--- config.mk ---
export PLATFORM = sky130hd
export DESIGN_NAME = polynomial3_coeff_loader
export DESIGN_NICKNAME = d
export VERILOG_FILES = /design/src/rtl/polynomial3_coeff_loader.sv
export SDC_FILE = /design/constraint.sdc
export NUM_CORES = 1
export LEC_CHECK = 0
export CORE_ASPECT_RATIO = 0.7
export CORE_MARGIN = 1.5
export CORE_UTILIZATION = 40
export CTS_CLUSTER_DIAMETER = 60
export DETAILED_ROUTE_END_ITERATION = 7
export GPL_TIMING_DRIVEN = 0
export PLACE_DENSITY_LB_ADDON = 0.2
export SYNTH_ARGS = -nofsm -noshare
export SYNTH_HDL_FRONTEND = slang
export SYNTH_SLANG_ARGS = --single-unit
--- constraint.sdc ---
create_clock -name clk -period 4.25 [get_ports clk]
set_clock_uncertainty 0.05 [all_clocks]
set_input_delay 0.425 -clock clk [delete_from_list [all_inputs] [get_ports clk]]
set_output_delay 0.425 -clock clk [all_outputs]
set_load 0.02 [all_outputs]
--- src/rtl/polynomial3_coeff_loader.sv ---
// Collects a, b, c coefficient beats from a narrow stream and presents them as one
// packed {a, b, c} set on a valid/ready source, counting framing errors on the way.
module polynomial3_coeff_loader #(
    parameter int COEFF_W = 24,
    parameter int ERR_W   = 8
) (
    input  logic                 clk,
    input  logic                 rst,
    input  logic                 in_valid,
    output logic                 in_ready,
    input  logic [COEFF_W-1:0]   in_data,
    input  logic                 in_last,
    output logic                 out_valid,
    input  logic                 out_ready,
    output logic [3*COEFF_W-1:0] out_data,
    output logic                 frame_err,
    output logic [ERR_W-1:0]     err_count
);

    typedef enum logic [1:0] {
        WAIT_A,
        WAIT_B,
        WAIT_C,
        DISCARD
    } state_t;

    state_t                 state_q;
    logic [COEFF_W-1:0]     a_q;
    logic [COEFF_W-1:0]     b_q;
    logic [3*COEFF_W-1:0]   out_data_q;
    logic                   out_valid_q;
    logic                   frame_err_q;
    logic [ERR_W-1:0]       err_count_q;

    logic                   accept_beat;
    logic                   frame_err_d;

    // The c beat is the only one that can stall: it needs the output slot free or freeing.
    assign in_ready = !rst && ((state_q != WAIT_C) || !out_valid_q || out_ready);

    assign accept_beat = in_valid && in_ready;

    always_comb begin
        frame_err_d = 1'b0;
        if (accept_beat) begin
            case (state_q)
                WAIT_A:  frame_err_d = in_last;
                WAIT_B:  frame_err_d = in_last;
                WAIT_C:  frame_err_d = !in_last;
                default: frame_err_d = 1'b0;
            endcase
        end
    end

    always_ff @(posedge clk or posedge rst) begin
        if (rst) begin
            state_q     <= WAIT_A;
            a_q         <= '0;
            b_q         <= '0;
            out_data_q  <= '0;
            out_valid_q <= 1'b0;
            frame_err_q <= 1'b0;
            err_count_q <= '0;
        end else begin
            frame_err_q <= frame_err_d;

            if (frame_err_d && (err_count_q != {ERR_W{1'b1}})) begin
                err_count_q <= err_count_q + ERR_W'(1);
            end

            // A reload below overrides this clear when handshake and reload coincide.
            if (out_valid_q && out_ready) begin
                out_valid_q <= 1'b0;
            end

            if (accept_beat) begin
                case (state_q)
                    WAIT_A: begin
                        if (!in_last) begin
                            a_q     <= in_data;
                            state_q <= WAIT_B;
                        end
                    end
                    WAIT_B: begin
                        if (in_last) begin
                            state_q <= WAIT_A;
                        end else begin
                            b_q     <= in_data;
                            state_q <= WAIT_C;
                        end
                    end
                    WAIT_C: begin
                        if (in_last) begin
                            out_data_q  <= {a_q, b_q, in_data};
                            out_valid_q <= 1'b1;
                            state_q     <= WAIT_A;
                        end else begin
                            state_q <= DISCARD;
                        end
                    end
                    DISCARD: begin
                        if (in_last) begin
                            state_q <= WAIT_A;
                        end
                    end
                    default: state_q <= WAIT_A;
                endcase
            end
        end
    end

    assign out_valid = out_valid_q;
    assign out_data  = out_data_q;
    assign frame_err = frame_err_q;
    assign err_count = err_count_q;

endmodule
; ---- Word-level counts from Yosys, hierarchy flattened
; Index checks and enable logic that the tools add are counted.
[op_classes]
addsub = 1
n_eq_ne = 7
n_mux = 11
bitwise_logic = 1
reduce_logical = 15
[ops]
columns = cell, n
row1 = $reduce_and A3 Y1, 4
row2 = $add A8 B1 Y8 const B, 1
row3 = $mux W2, 4
row4 = $ne A8 B8 Y1 const B, 1
row5 = $pmux W2 S4, 1
row6 = $ne A2 B2 Y1 const B, 3
row7 = $mux W1, 5
row8 = $eq A2 B2 Y1 const B, 2
row9 = $logic_and A1 B1 Y1, 4
row10 = $logic_not A1 Y1, 3
row11 = $eq A2 B1 Y1 const B, 1
row12 = $logic_not A2 Y1, 1
row13 = $logic_or A1 B1 Y1, 2
row14 = $pmux W1 S2, 1
row15 = $reduce_or A2 Y1, 1
row16 = $not A1 Y1, 1
[totals]
reg_bits = 132
input_bits = 29
output_inout_bits = 83
word_cells = 42

; ---- Longest topological paths before layout
; Gate-level depths: netlist of the first run.
[logic_depth]
ltp_word = 7
ltp_mapped = 7
ltp_nobuf = 5

; ---- Worst setup path after synthesis of the first run
; Ideal clock, no wire load.
[synth_timing]
path_type = input-to-output
from = input port rst
to = output port in_ready
arrival_ns = 3.659
required_ns = 3.775
path_slack_ns = 0.116
stages = 2
path_buffers = 0
path_cell_list = inv_1 and2_1
[synth_between]
elab_chain_len = 2
[synth_lines]
columns = element, line_no
row1 = start: declaration, 8  ; input logic rst,
row2 = $logic_not A1 Y1 (no line), --
row3 = $logic_and A1 B1 Y1, 39  ; assign in_ready = !rst && ((state_q != WAIT_C) || !out_valid_q || out_ready);
row4 = end: declaration, 10  ; output logic in_ready,
; Every way passes these cells.

; ---- Worst setup path after layout of the first run
; Same ends and word-level chain as after synthesis.

==> reports/results.tsv, run 1 <==
metric	value	unit
intPower	4.10	mW
ant_nets	0	
clockBufferDepth	2	
ys.flop_type	dfrtp_1	
drt-initial-drc-count	105	
htreeDepth	4	
antennaDiodeCount	0	
synthArstFlopShare	100	%
ir_worst_vdd	0.416	mV
ff_latch_area	0.00330	mm²
area_delta_synth_final	37.2	%
finalPower	5.82	mW
timing.critical_path.mode_cell	clkdlybuf4s50_1	
clk-insertion-delay-late	0.40	ns
worst_slew_pin_slew	0.783	ns
yosysWarnings	0	
hold_viol	0	
finalSetupViolCount	0	
synth_top_area_share	61.8	%
drt-total-wl	10600	µm
synthTopCellsByCount	dfrtp_1 (132), mux2_4 (69), mux2_2 (53), buf_6 (9), a21oi_1 (6)	
power.leakage	3.27	nW
worstSetupEndpointType	primary output	
route.detailed.drc	0	
post-route-period-util	63.8	%
final_util	56.0	%
slowest_delay	0.63	ns
via_count	3008	
fin_setup_tns	0	ns
grt_max_degree	71	
floorplan.die_area	0.0141	mm²
status	finished, final reports clean	
ys_types	26	
swShare	29.5	%
path_cells	clkdlybuf4s50_1 -> inv_6 -> and2_1 -> clkdlybuf4s50_1	
combPwrFrac	35.5	%
die_x	141	µm
avgSynthCellArea	17.2	µm²
placed_area	0.00670	mm²
p_per_area	794	mW/mm²
design_area	0.00733	mm²
start_kind	primary input	
fillers	1013	
wl_per_cell	17.1	µm
num_rows	35	
clk_pin_slew	0.06	ns
multi_input_area	0.00190	mm²
grt_overflow	0	
hold_path.class	primary input to asynchronous set/reset pin	
cp.arrival	2.23	ns
antenna_found_initial	0	
routed_via_density	4.85	
core-area	0.0131	mm²
ys_seq_elements	132	
cts_tree	built	
cp_max_fo	64	
max-cap-violations	0	
worstPathRequired	3.77	ns
power_switching	1.72	mW
synth_top_area_cell	dfrtp_1	
synth_edf_count	0	
place_ws	1.35	ns
yosysMostFrequentCell	dfrtp_1	
place.gp.congestion	0.733	
cts_buffers	17	
ys_seq_area_share	61.8	%
rsz0062_at_grt	no	
clockRootBuffer	clkbuf_16	
track_usage	16.2	%
hold_buffers	0	
slew_headroom	47.7	%
whs	0.445	ns
dpl.hpwl	7030	µm
die_h	99.7	µm
syn_nets	340	
syn-instance-count	310	
cts_resized	0	
io_pins	112	
slew_violations	0	
p_clk_share	26.8	%
yosys-top-cells-area	dfrtp_1 (62%), mux2_4 (19%), mux2_2 (11%)	
dr.pass1.iters	4	
setup_slack	1.54	ns
cts_setup_buffers	0	
io_buffers	111	
max_freq	369	MHz
drive_gt1_share	37.7	%
crit_slowest_cell	clkdlybuf4s50_1	
layout.nets	471	
seqPwrFrac	37.7	%
instances_no_fill	620	
syn_area	0.00534	mm²
cts.sinks	132	
dp.cells	588	
initial_core_util	40.8	%
period_minus_slack	2.71	ns
grt_pass1_wl	17200	µm
grt_pass1_vias	3162	
crit_type	primary input to primary output	
## state kept, by name, summed over array words and instances, names as in the netlist
name       count
a_q           24
frame_err      1
err_count      8
b_q           24
out_data      72
state_q        2
out_valid      1
## logic make-up after synthesis
logic type / share of synthesized area, %
XOR/XNOR: 0.819
AO/OA/AOI/OAI: 0.960
adder cells (fa/ha/maj): 0.234
buffers and inverters: 2.65
multiplexers: 30.6
flip-flops: 61.8
AND/OR/NAND/NOR: 2.97
## path summary, 6_finish.rpt
path                             from           end  slack (ns)  cells past startpoint
min reg2reg                   b_q[23]  out_data[47]        0.45                      1
min                               rst  out_data[66]        0.45                      2
max                               rst      in_ready        1.54                      4
max reg2reg                state_q[1]        a_q[8]        2.15                      3
max in group asynchronous         rst        a_q[3]        2.98                      3
min in group clk              b_q[23]  out_data[47]        0.45                      1
## per-layer routing
| layer | track usage, % | vias up | share of wire [%] |
|---|---|---|---|
| li1 | - | 1365 | - |
| met1 | 22.5 | 1540 | 49 |
| met2 | 22.9 | 89 | 42 |
| met3 | 6.07 | 14 | 6.6 |
| met4 | 6.89 | 0 | 1.5 |
| met5 | 0 | - | 0 |
## power by group through the flow
stage / Combinational, mW / Sequential, mW / Clock, mW
finish: 2.07 / 2.20 / 1.56
detailed placement: 2.08 / 2.21 / 0
CTS: 2.09 / 2.20 / 1.60
global placement: 2.05 / 2.19 / 0
floorplan: 0.787 / 2.57 / 0
global route: 2.19 / 2.27 / 1.66
## cell type report
type | instances | area share (%)
buffer | 13 | 1.72
clock buffer | 20 | 6.23
clock inverter | 12 | 2.42
inverter | 4 | 0.273
multi-input combinational | 161 | 25.9
sequential | 132 | 45.1
tap | 166 | 2.83
timing repair buffer | 112 | 15.5
## worst max-delay path: cells and delay by family
kind | cells | cell delay [ns]
simple gates | 1 | 0.22
buf+inv | 3 | 1.57
## layout by cell type, fill, tap and decap left out, drive strengths merged
master         synthesis  layout
dfrtp                132     132
mux2                 122     122
clkdlybuf4s50          0     111
clkbuf                 0      20
buf                   13      14
a21oi                  6       6
clkinv                 0       6
xor2                   5       5
inv                    4       5
nor2                   4       4
nand3                  4       4
bufinv                 0       4
nor4                   3       3
nor2b                  2       2
nor4b                  2       2
nand2                  2       2
and2                   2       2
nand4bb                1       1
and4b                  1       1
nor3b                  1       1
o211ai                 1       1
a21o                   1       1
nand4                  1       1
a31oi                  1       1
nor3                   1       1
ha                     1       1
clkinvlp               0       1
Note: power is estimated with default switching activity, not from simulation.
==> inputs of run 2 (changes only) <==
==> constraint.sdc (replaced) <==
create_clock -name clk -period 2.5 [get_ports clk]
set_clock_uncertainty 0.05 [all_clocks]
set_input_delay 0.25 -clock clk [delete_from_list [all_inputs] [get_ports clk]]
set_output_delay 0.25 -clock clk [all_outputs]
set_load 0.02 [all_outputs]
==> reports/results.tsv, run 2 (same netlist as run 1, synthesis figures left out) <==
metric	value	unit	change
cts_resized	0		unchanged
rsz0062_at_grt	no		
hold_path.class	primary input to asynchronous set/reset pin		
regToRegSetupSlack	0.38	ns	-1.77 ns
timing.rr.start	state_q[1]		
r2r_end	a_q[14]		
place.gp.congestion	0.716		-2.4%
drive_gt1_share	38.1	%	+0.41 points
hold_buffers	0		unchanged
worst_slew_pin_slew	0.818	ns	+0.0354 ns
via_count	3039		+1.0%
start_kind	primary input		
period_minus_slack	2.37	ns	
slew_headroom	45.3	%	-2.4 points
grt_overflow	0		unchanged
reg2reg_depth	3		unchanged
fin_setup_tns	0	ns	unchanged
io_buffers	111		unchanged
cp_max_fo	10		-84%
design_area	0.00729	mm²	-0.51%
cts.sinks	132		unchanged
finalSetupViolCount	0		unchanged
path_depth	5		+1
antennaDiodeCount	0		unchanged
htreeDepth	4		unchanged
crit_path_start	rst		
num_rows	35		unchanged
max_freq	421	MHz	
clockRootBuffer	clkbuf_16		
slowest_delay	0.74	ns	+0.11 ns
final_common_cell	dfrtp_1		
grt_pass1_vias	3217		+1.7%
routed_via_density	4.88		+0.54%
cts_tree	built		
io_pins	112		unchanged
clk_pin_slew	0.06	ns	about the same
status	finished, final reports clean		
floorplan.die_area	0.0141	mm²	unchanged
wl_per_cell	17.4	µm	+1.6%
die_h	99.7	µm	unchanged
die_x	141	µm	unchanged
path_cells	clkdlybuf4s50_1 -> nor2b_1 -> nor4b_2 -> buf_4 -> mux2_2		
max-cap-violations	0		unchanged
crit_buf_inv	2		-1
dr.pass1.iters	4		unchanged
ant_nets	0		unchanged
initial_core_util	40.8	%	unchanged
largest_reg_flops	72		unchanged
track_usage	16.5	%	+0.29 points
mostFrequentLayoutCells	dfrtp_1 (132), clkdlybuf4s50_1 (111), mux2_4 (69)		
crit_family	simple AND/OR/NAND/NOR gates		
cts_buffers	17		unchanged
crit_slowest_cell	nor4b_2		
worstPathRequired	2.74	ns	-1.03 ns
drt-total-wl	10800	µm	+2.1%
placed_area	0.00673	mm²	+0.47%
cp-endpoint	a_q[14]		
fillers	1019		+0.59%
grt_pass1_wl	17500	µm	+1.8%
p_per_area	1310	mW/mm²	+65%
ir_worst_vdd	0.595	mV	+43%
cts_setup_buffers	1		+1
antenna_found_initial	0		unchanged
worstSetupEndpointType	flop		
grt_max_degree	42		-41%
slew_violations	0		unchanged
crit_type	primary input to flop		
post-route-period-util	95.0	%	
layout.nets	475		+0.85%
clockBufferDepth	2		unchanged
drt-initial-drc-count	100		-4.8%
power.leakage	3.23	nW	-1.0%
hold_viol	0		unchanged
dpl.hpwl	7120	µm	+1.1%
core-area	0.0131	mm²	unchanged
area_delta_synth_final	36.5	%	
route.detailed.drc	0		unchanged
cp.arrival	2.62	ns	+0.39 ns
clk-insertion-delay-late	0.41	ns	about the same
-- run 2: layout make-up --
cell class | instances | area [µm²] | area share (%)
tap | 166 | 208 | 2.85
clock inverter | 12 | 110 | 1.51
timing repair inverter | 1 | 5.00 | 0.0686
clock buffer | 19 | 443 | 6.07
multi-input combinational | 161 | 1900 | 26.0
sequential | 132 | 3300 | 45.3
timing repair buffer | 115 | 1180 | 16.2
buffer | 13 | 126 | 1.73
inverter | 4 | 18.8 | 0.257
-- run 2: worst reg2reg max path: stages (launching register included) --
cell and delay (ns):
dfrtp_1 0.46, nor4b_2 0.77, buf_4 0.36, mux2_2 0.36
-- run 2: per-layer routing --
metal,GRT usage [%],up-vias,routed length [µm]
met1,22.8,1579,5310
met5,0,-,0
met3,5.44,8,575
met4,6.49,0,102
li1,-,1373,-
met2,24.2,79,4850
-- run 2: worst min path at each step --
| stage | endpoint | depth (start not counted) |
|---|---|---|
| 2_1_floorplan | state_q[1] | 1 |
| 3_3_place_gp | out_data[26] | 1 |
| 3_5_place_dp | out_data[46] | 1 |
| 4_1_cts | out_data[18] | 3 |
| 5_1_grt | out_data[42] | 3 |
| 6_report | out_data[66] | 3 |
-- run 2: where the power goes --
group | internal [mW] | switching [mW]
registers | 3.13 | 0.593
clock network | 1.39 | 0.913
logic | 2.12 | 1.42
-- run 2: through the flow --
step	util [%]	hold WS [ns]	setup slack (ns)	instances	power [mW]
2_1_floorplan	-	0.286	-0.459	310	5.71
3_3_place_gp	50.9	0.432	-2.31	587	7.20
3_5_place_dp	51.4	0.439	-0.298	590	7.30
4_1_cts	55.7	0.356	0.125	623	9.66
5_1_grt	55.7	0.386	0.0175	623	10.0
6_report	55.7	0.358	0.126	623	9.56
